## config.mk

```make
export PLATFORM = sky130hd
export DESIGN_NAME = bcd_to_bin_seq_flat
export DESIGN_NICKNAME = d
export VERILOG_FILES = /design/src/rtl/bcd_pkg.sv /design/src/rtl/bcd_to_bin_seq_if.sv /design/src/rtl/bcd_digit_corr.sv /design/src/rtl/bcd_to_bin_seq.sv /design/src/flat_wrapper.sv
export SDC_FILE = /design/constraint.sdc
export NUM_CORES = 1
export LEC_CHECK = 0
export BUFFER_PORTS_ARGS = -buffer_cell sky130_fd_sc_hd__buf_2
export CAP_MARGIN = 0
export CORE_MARGIN = 2
export CORE_UTILIZATION = 57
export CTS_BUF_LIST = sky130_fd_sc_hd__clkbuf_8
export CTS_CLUSTER_SIZE = 28
export DETAILED_ROUTE_END_ITERATION = 8
export GPL_TIMING_DRIVEN = 0
export PLACE_DENSITY = 0.82
export SYNTH_ARGS = -nofsm -noshare
export SYNTH_HDL_FRONTEND = slang
export SYNTH_SLANG_ARGS = --single-unit
```

## constraint.sdc

```tcl
create_clock -name clk -period 1.9 [get_ports clk]
set_input_delay 0.38 -clock clk [delete_from_list [all_inputs] [get_ports clk]]
set_output_delay 0.38 -clock clk [all_outputs]
set_load 0.02 [all_outputs]
```

## src/rtl/bcd_pkg.sv

```systemverilog
// Shared constants and FSM encoding for the sequential BCD-to-binary converter.
package bcd_pkg;

    localparam int          DIGIT_W   = 4;
    localparam logic [3:0]  BCD_CORR  = 4'd3;
    localparam logic [3:0]  BCD_THRESH = 4'd8;
    localparam logic [3:0]  BCD_MAX   = 4'd9;

    typedef enum logic [1:0] {
        ST_IDLE  = 2'd0,
        ST_SHIFT = 2'd1,
        ST_DONE  = 2'd2
    } state_e;

endpackage

```

## src/rtl/bcd_to_bin_seq_if.sv

```systemverilog
// Valid/ready handshake bundle between a BCD producer, the converter and its consumer.
interface bcd_to_bin_seq_if #(
    parameter int DIGITS = 3,
    parameter int BIN_W  = 10
);
    logic                  in_valid;
    logic                  in_ready;
    logic [4*DIGITS-1:0]   in_bcd;
    logic                  out_valid;
    logic                  out_ready;
    logic [BIN_W-1:0]      out_bin;
    logic                  out_err;

    // Environment side: supplies BCD words and consumes results
    modport master (
        output in_valid, in_bcd, out_ready,
        input  in_ready, out_valid, out_bin, out_err
    );

    // Converter side
    modport slave (
        input  in_valid, in_bcd, out_ready,
        output in_ready, out_valid, out_bin, out_err
    );
endinterface

```

## src/rtl/bcd_digit_corr.sv

```systemverilog
// One-digit correction for reverse double-dabble: a digit of 8 or more after the
// right shift came from a borrowed "ten", so 3 is removed to restore BCD weight.
module bcd_digit_corr
    import bcd_pkg::*;
(
    input  logic [DIGIT_W-1:0] digit_i,
    output logic [DIGIT_W-1:0] digit_o
);

    // Digit is always >= 8 when corrected, so the 4-bit subtract cannot underflow
    assign digit_o = (digit_i >= BCD_THRESH) ? (digit_i - BCD_CORR) : digit_i;

endmodule

```

## src/rtl/bcd_to_bin_seq.sv

```systemverilog
// Iterative BCD-to-binary converter: one shift/correct step per clock,
// valid/ready on both sides, illegal digits flagged and forced to a zero result.
module bcd_to_bin_seq
    import bcd_pkg::*;
#(
    parameter int DIGITS = 3,
    parameter int BIN_W  = 10
) (
    input  logic             clk,
    input  logic             rst,
    bcd_to_bin_seq_if.slave  bus
);

    localparam int     BCD_W   = DIGIT_W * DIGITS;
    localparam int     CNT_W   = $clog2(BIN_W + 1);
    localparam longint MAX_VAL = (64'sd10 ** DIGITS) - 64'sd1;

    // The largest BCD value must be representable in the binary result
    if (MAX_VAL >= (64'sd1 <<< BIN_W)) begin : g_width_check
        $error("BIN_W too small to hold 10**DIGITS-1");
    end

    state_e              state_q, state_d;
    logic [BCD_W-1:0]    bcd_q, bcd_d;
    logic [BIN_W-1:0]    bin_q, bin_d;
    logic [CNT_W-1:0]    cnt_q, cnt_d;
    logic                err_q, err_d;

    logic [BCD_W-1:0]    bcd_shift;
    logic [BCD_W-1:0]    bcd_corr;
    logic [BIN_W-1:0]    bin_shift;
    logic                in_err;

    // BCD LSB falls into the binary MSB; BCD MSB fills with zero
    assign bcd_shift = bcd_q >> 1;
    assign bin_shift = {bcd_q[0], bin_q[BIN_W-1:1]};

    for (genvar g = 0; g < DIGITS; g++) begin : g_corr
        bcd_digit_corr u_corr (
            .digit_i (bcd_shift[g*DIGIT_W +: DIGIT_W]),
            .digit_o (bcd_corr[g*DIGIT_W +: DIGIT_W])
        );
    end

    // Flag any incoming digit outside 0..9
    always_comb begin
        in_err = 1'b0;
        for (int i = 0; i < DIGITS; i++) begin
            if (bus.in_bcd[i*DIGIT_W +: DIGIT_W] > BCD_MAX) in_err = 1'b1;
        end
    end

    // Next-state and datapath control
    always_comb begin
        state_d = state_q;
        bcd_d   = bcd_q;
        bin_d   = bin_q;
        cnt_d   = cnt_q;
        err_d   = err_q;
        unique case (state_q)
            ST_IDLE: begin
                if (bus.in_valid) begin
                    bcd_d   = bus.in_bcd;
                    bin_d   = '0;
                    cnt_d   = '0;
                    err_d   = in_err;
                    state_d = in_err ? ST_DONE : ST_SHIFT;
                end
            end
            ST_SHIFT: begin
                bcd_d = bcd_corr;
                bin_d = bin_shift;
                cnt_d = cnt_q + 1'b1;
                if (cnt_q == CNT_W'(BIN_W - 1)) state_d = ST_DONE;
            end
            ST_DONE: begin
                if (bus.out_ready) state_d = ST_IDLE;
            end
            default: state_d = ST_IDLE;
        endcase
    end

    // State and working registers
    always_ff @(posedge clk or posedge rst) begin
        if (rst) begin
            state_q <= ST_IDLE;
            bcd_q   <= '0;
            bin_q   <= '0;
            cnt_q   <= '0;
            err_q   <= 1'b0;
        end else begin
            state_q <= state_d;
            bcd_q   <= bcd_d;
            bin_q   <= bin_d;
            cnt_q   <= cnt_d;
            err_q   <= err_d;
        end
    end

    assign bus.in_ready  = (state_q == ST_IDLE);
    assign bus.out_valid = (state_q == ST_DONE);
    assign bus.out_bin   = (state_q == ST_DONE) ? bin_q : '0;
    assign bus.out_err   = (state_q == ST_DONE) ? err_q : 1'b0;

    // A legal input must have been fully drained out of the BCD register
    always_ff @(posedge clk) begin
        if (!rst && state_q == ST_DONE && !err_q) assert (bcd_q == '0);
    end

endmodule
```

## src/flat_wrapper.sv

```systemverilog
// flat-port wrapper written by rule: the top's interface ports become plain ports
module bcd_to_bin_seq_flat import bcd_pkg::*;
#(
    parameter int DIGITS = 3,
    parameter int BIN_W  = 10
)
  (clk, rst, bus_in_valid, bus_in_bcd, bus_out_ready, bus_in_ready, bus_out_valid, bus_out_bin, bus_out_err);
  bcd_to_bin_seq_if #(.DIGITS(DIGITS), .BIN_W(BIN_W)) bus_i ();
  input  logic clk;
  input  logic rst;
  input wire logic [$bits(bus_i.in_valid)-1:0] bus_in_valid;
  input wire logic [$bits(bus_i.in_bcd)-1:0] bus_in_bcd;
  input wire logic [$bits(bus_i.out_ready)-1:0] bus_out_ready;
  output wire logic [$bits(bus_i.in_ready)-1:0] bus_in_ready;
  output wire logic [$bits(bus_i.out_valid)-1:0] bus_out_valid;
  output wire logic [$bits(bus_i.out_bin)-1:0] bus_out_bin;
  output wire logic [$bits(bus_i.out_err)-1:0] bus_out_err;
  assign bus_i.in_valid = bus_in_valid;
  assign bus_i.in_bcd = bus_in_bcd;
  assign bus_i.out_ready = bus_out_ready;
  assign bus_in_ready = bus_i.in_ready;
  assign bus_out_valid = bus_i.out_valid;
  assign bus_out_bin = bus_i.out_bin;
  assign bus_out_err = bus_i.out_err;
  bcd_to_bin_seq #(.DIGITS(DIGITS), .BIN_W(BIN_W)) u_core (.clk(clk), .rst(rst), .bus(bus_i));
endmodule
```

==> out/results.txt <==
Cells after DPL: 207
Post-Syn Instances: 149
MaxCap Viol Count: 0
routed via count: 1216
largest area contributor in the netlist: dfrtp_1
largest net degree at the start of global routing: 30
Hold EP: u_core.bcd_q[11]$_DFFE_PP0P_
post-CTS setup buffers: 0
yosys warns: 0
RSZ-0062 raised after global routing: no
reg-to-reg slack, setup: 490 ps
FP Rows: 18
CP max stage cell: dfrtp_1
drt first pass iters: 4
Remaining DRCs: 0
DIE AREA: 3130 sq um
H-tree Lvls: 2
total CTS buffers: 5
Final Hold Vio Count: 0
Iter 0 DRT Violations: 36
Die H: 55.9 microns
port bufs: 28
Final Max Slew Viols: 0
cell count of the worst reg-to-reg path: 4
crit path DAT: 1410 ps
Layout Cells excl Fill: 212
CP required: 1520 ps
Crit Path Max Fanout: 13
Leakage Power: 0.893 nW
vias per cell: 5.74
Antenna Nets Post-Route: 0
mapped cell area: 1540 sq um
CTS Buffer Depth: 2
vias in the first global route: 1214
Total Routing Usage GR: 22.4%
proportion of synthesized chip area in sequential cells: 47.2%
first-pass GRT wire length: 5.48 mm
Setup Skew: 3.57 ps
I/O Pins: 29
final setup vio count: 0
status: completed
top cells by area, synth: dfrtp_1, a22o_1, and2_1
Root Driver: clkbuf_8
min Tclk post-route: 1790 ps
CTS tree: yes
ANT cells: 0
CTS clock-pin slew for the worst setup and hold paths: 60 ps
final setup TNS: 0 ps
initial antenna violation count: 0
PD cells: 1370 nW/um^2
FF+latch count, synth: 29
HP Class: in2reg
final core occ: 70.8%
Max VDD drop: 0.878 mV
hold_buf cts: 0
total grt overflow: 0
core box area: 2520 sq um
Critical Path Max Stage Delay: 360 ps
Reg2Reg Capture Point: u_core.bcd_q[2]$_DFFE_PP0P_
Area Overhead vs Synth: 16.1%
final net count: 205
Synth top area share: 47.2%
final wirelength: 3.21 mm
Syn Nets: 171
r2r startpoint: u_core.state_q[1]$_DFFE_PP0P_
Initial Util: 61.0%
critical-path cell list: buf_4 -> and2b_2 -> and2_1 -> buf_2
share of cells above drive strength 1: 26.4%
count of cell types in the netlist: 32
fin crit share: 94.2%
relative slew slack: 25.2%
Fmax achieved: 559 MHz
Hold Path Stages: 2
Placer Congestion: 0.812
chip width: 55.9 microns
Worst-Margin Slew: 1120 ps
HPWL after DPL: 2.32 mm
crit path kind: reg2out
most common cell after layout, fill and taps aside: buf_2
Setup crit start kind: flop
Hold Crit Start: bus_in_bcd[11]
TritonCTS Sinks: 29
Setup crit end kind: output pin
post-cts resize count: 0
most frequent cells in the layout: buf_2, dfrtp_1, o21ai_0, and2_1
clk_lat worst skew: 280 ps
Syn Area/Cell: 10.3 sq um
DR WL/cell: 15.2 microns
==> worst max path at each step <==
stage / start / end / slack [ps] / cells past startpoint
after CTS: u_core.state_q[1]$_DFFE_PP0P_ / bus_out_bin[8] / 110 / 4
after floorplan: u_core.state_q[0]$_DFFE_PP0P_ / bus_out_bin[0] / 270 / 3
after global placement: u_core.state_q[1]$_DFFE_PP0P_ / bus_out_bin[9] / 280 / 5
after global routing: u_core.state_q[1]$_DFFE_PP0P_ / bus_out_bin[4] / 70 / 4
final: u_core.state_q[1]$_DFFE_PP0P_ / bus_out_bin[8] / 110 / 4
after detailed placement: u_core.state_q[1]$_DFFE_PP0P_ / bus_out_bin[8] / 260 / 5
==> routing by layer <==
layer / global-route usage (%) / wire length, microns / share of wire [%] / vias up
met5: 0 / 0 / 0 / -
met4: 9.18 / 49 / 1.5 / 0
met3: 5.58 / 184 / 5.7 / 8
met2: 34.7 / 1540 / 48 / 41
met1: 30.3 / 1440 / 45 / 583
li1: - / - / - / 584
==> metrics by stage <==
step	setup WS (ps)	hold WS (ps)	area, sq um	power, mW
5_1_grt	72.2	360	1790	2.63
3_3_place_gp	285	469	1720	1.94
6_report	111	350	1790	2.45
3_5_place_dp	260	475	1720	2.00
2_1_floorplan	267	448	1540	1.73
4_1_cts	109	343	1790	2.45
==> cell type report <==
| class | instances | area, sq um |
|---|---|---|
| fill | 205 | 737 |
| sequential | 29 | 726 |
| multi-input combinational | 102 | 711 |
| timing repair buffer | 28 | 140 |
| clock buffer | 5 | 68.8 |
| buffer | 8 | 63.8 |
| tap | 30 | 37.5 |
| inverter | 9 | 33.8 |
| clock inverter | 1 | 5.00 |
==> logic make-up (layout without fill, tap and decap cells) <==
logic type	after synthesis	after routing	synth area share, %
AO/OA/AOI/OAI	43	43	19.9
XOR/XNOR	6	6	3.42
adder cells (fa/ha/maj)	6	6	4.88
buffers and inverters	18	51	6.59
flip-flops	29	29	47.2
multiplexers	5	5	3.25
AND/OR/NAND/NOR	42	42	14.7
==> where the power goes <==
part           internal (mW)  switching, mW  total, mW
combinational          0.454          0.556       1.01
clock                  0.240          0.213      0.452
sequential             0.799          0.189      0.988
total                   1.49          0.958       2.45
==> worst max-delay path, delay by kind of cell, from the launching register on <==
kind                   cells  cell delay [ps]
buffers and inverters      2              320
and+or+nand+nor            2              450
DFF                        1              360
==> registers in the layout, summed over array words and instances (netlist names) <==
signal / count
u_core.bcd_q: 12
u_core.state_q: 2
u_core.cnt_q: 4
u_core.err_q: 1
u_core.bin_q: 10
==> synthesized netlist by cell type <==
library cell  count
o32ai_1           2
buf_4             2
ha_1              6
nand4_1           1
xnor2_1           2
buf_6             3
o32a_2            1
and2_1           12
and2_4            1
or2_1             1
nor2_1            9
inv_1             9
o22ai_1           4
nor2b_2           1
buf_2             3
and2b_2           1
nand2b_1          4
nor2_4            1
o22a_1            2
a22o_2            1
a22o_1           10
clkbuf_1          1
a21oi_1           4
mux2i_1           5
xor2_1            4
a221oi_1          2
o221ai_1          2
nand2_1          10
o21a_1            3
dfrtp_1          29
o21ai_0          12
nand3_1           1
Note: power is estimated with default switching activity, not from simulation.
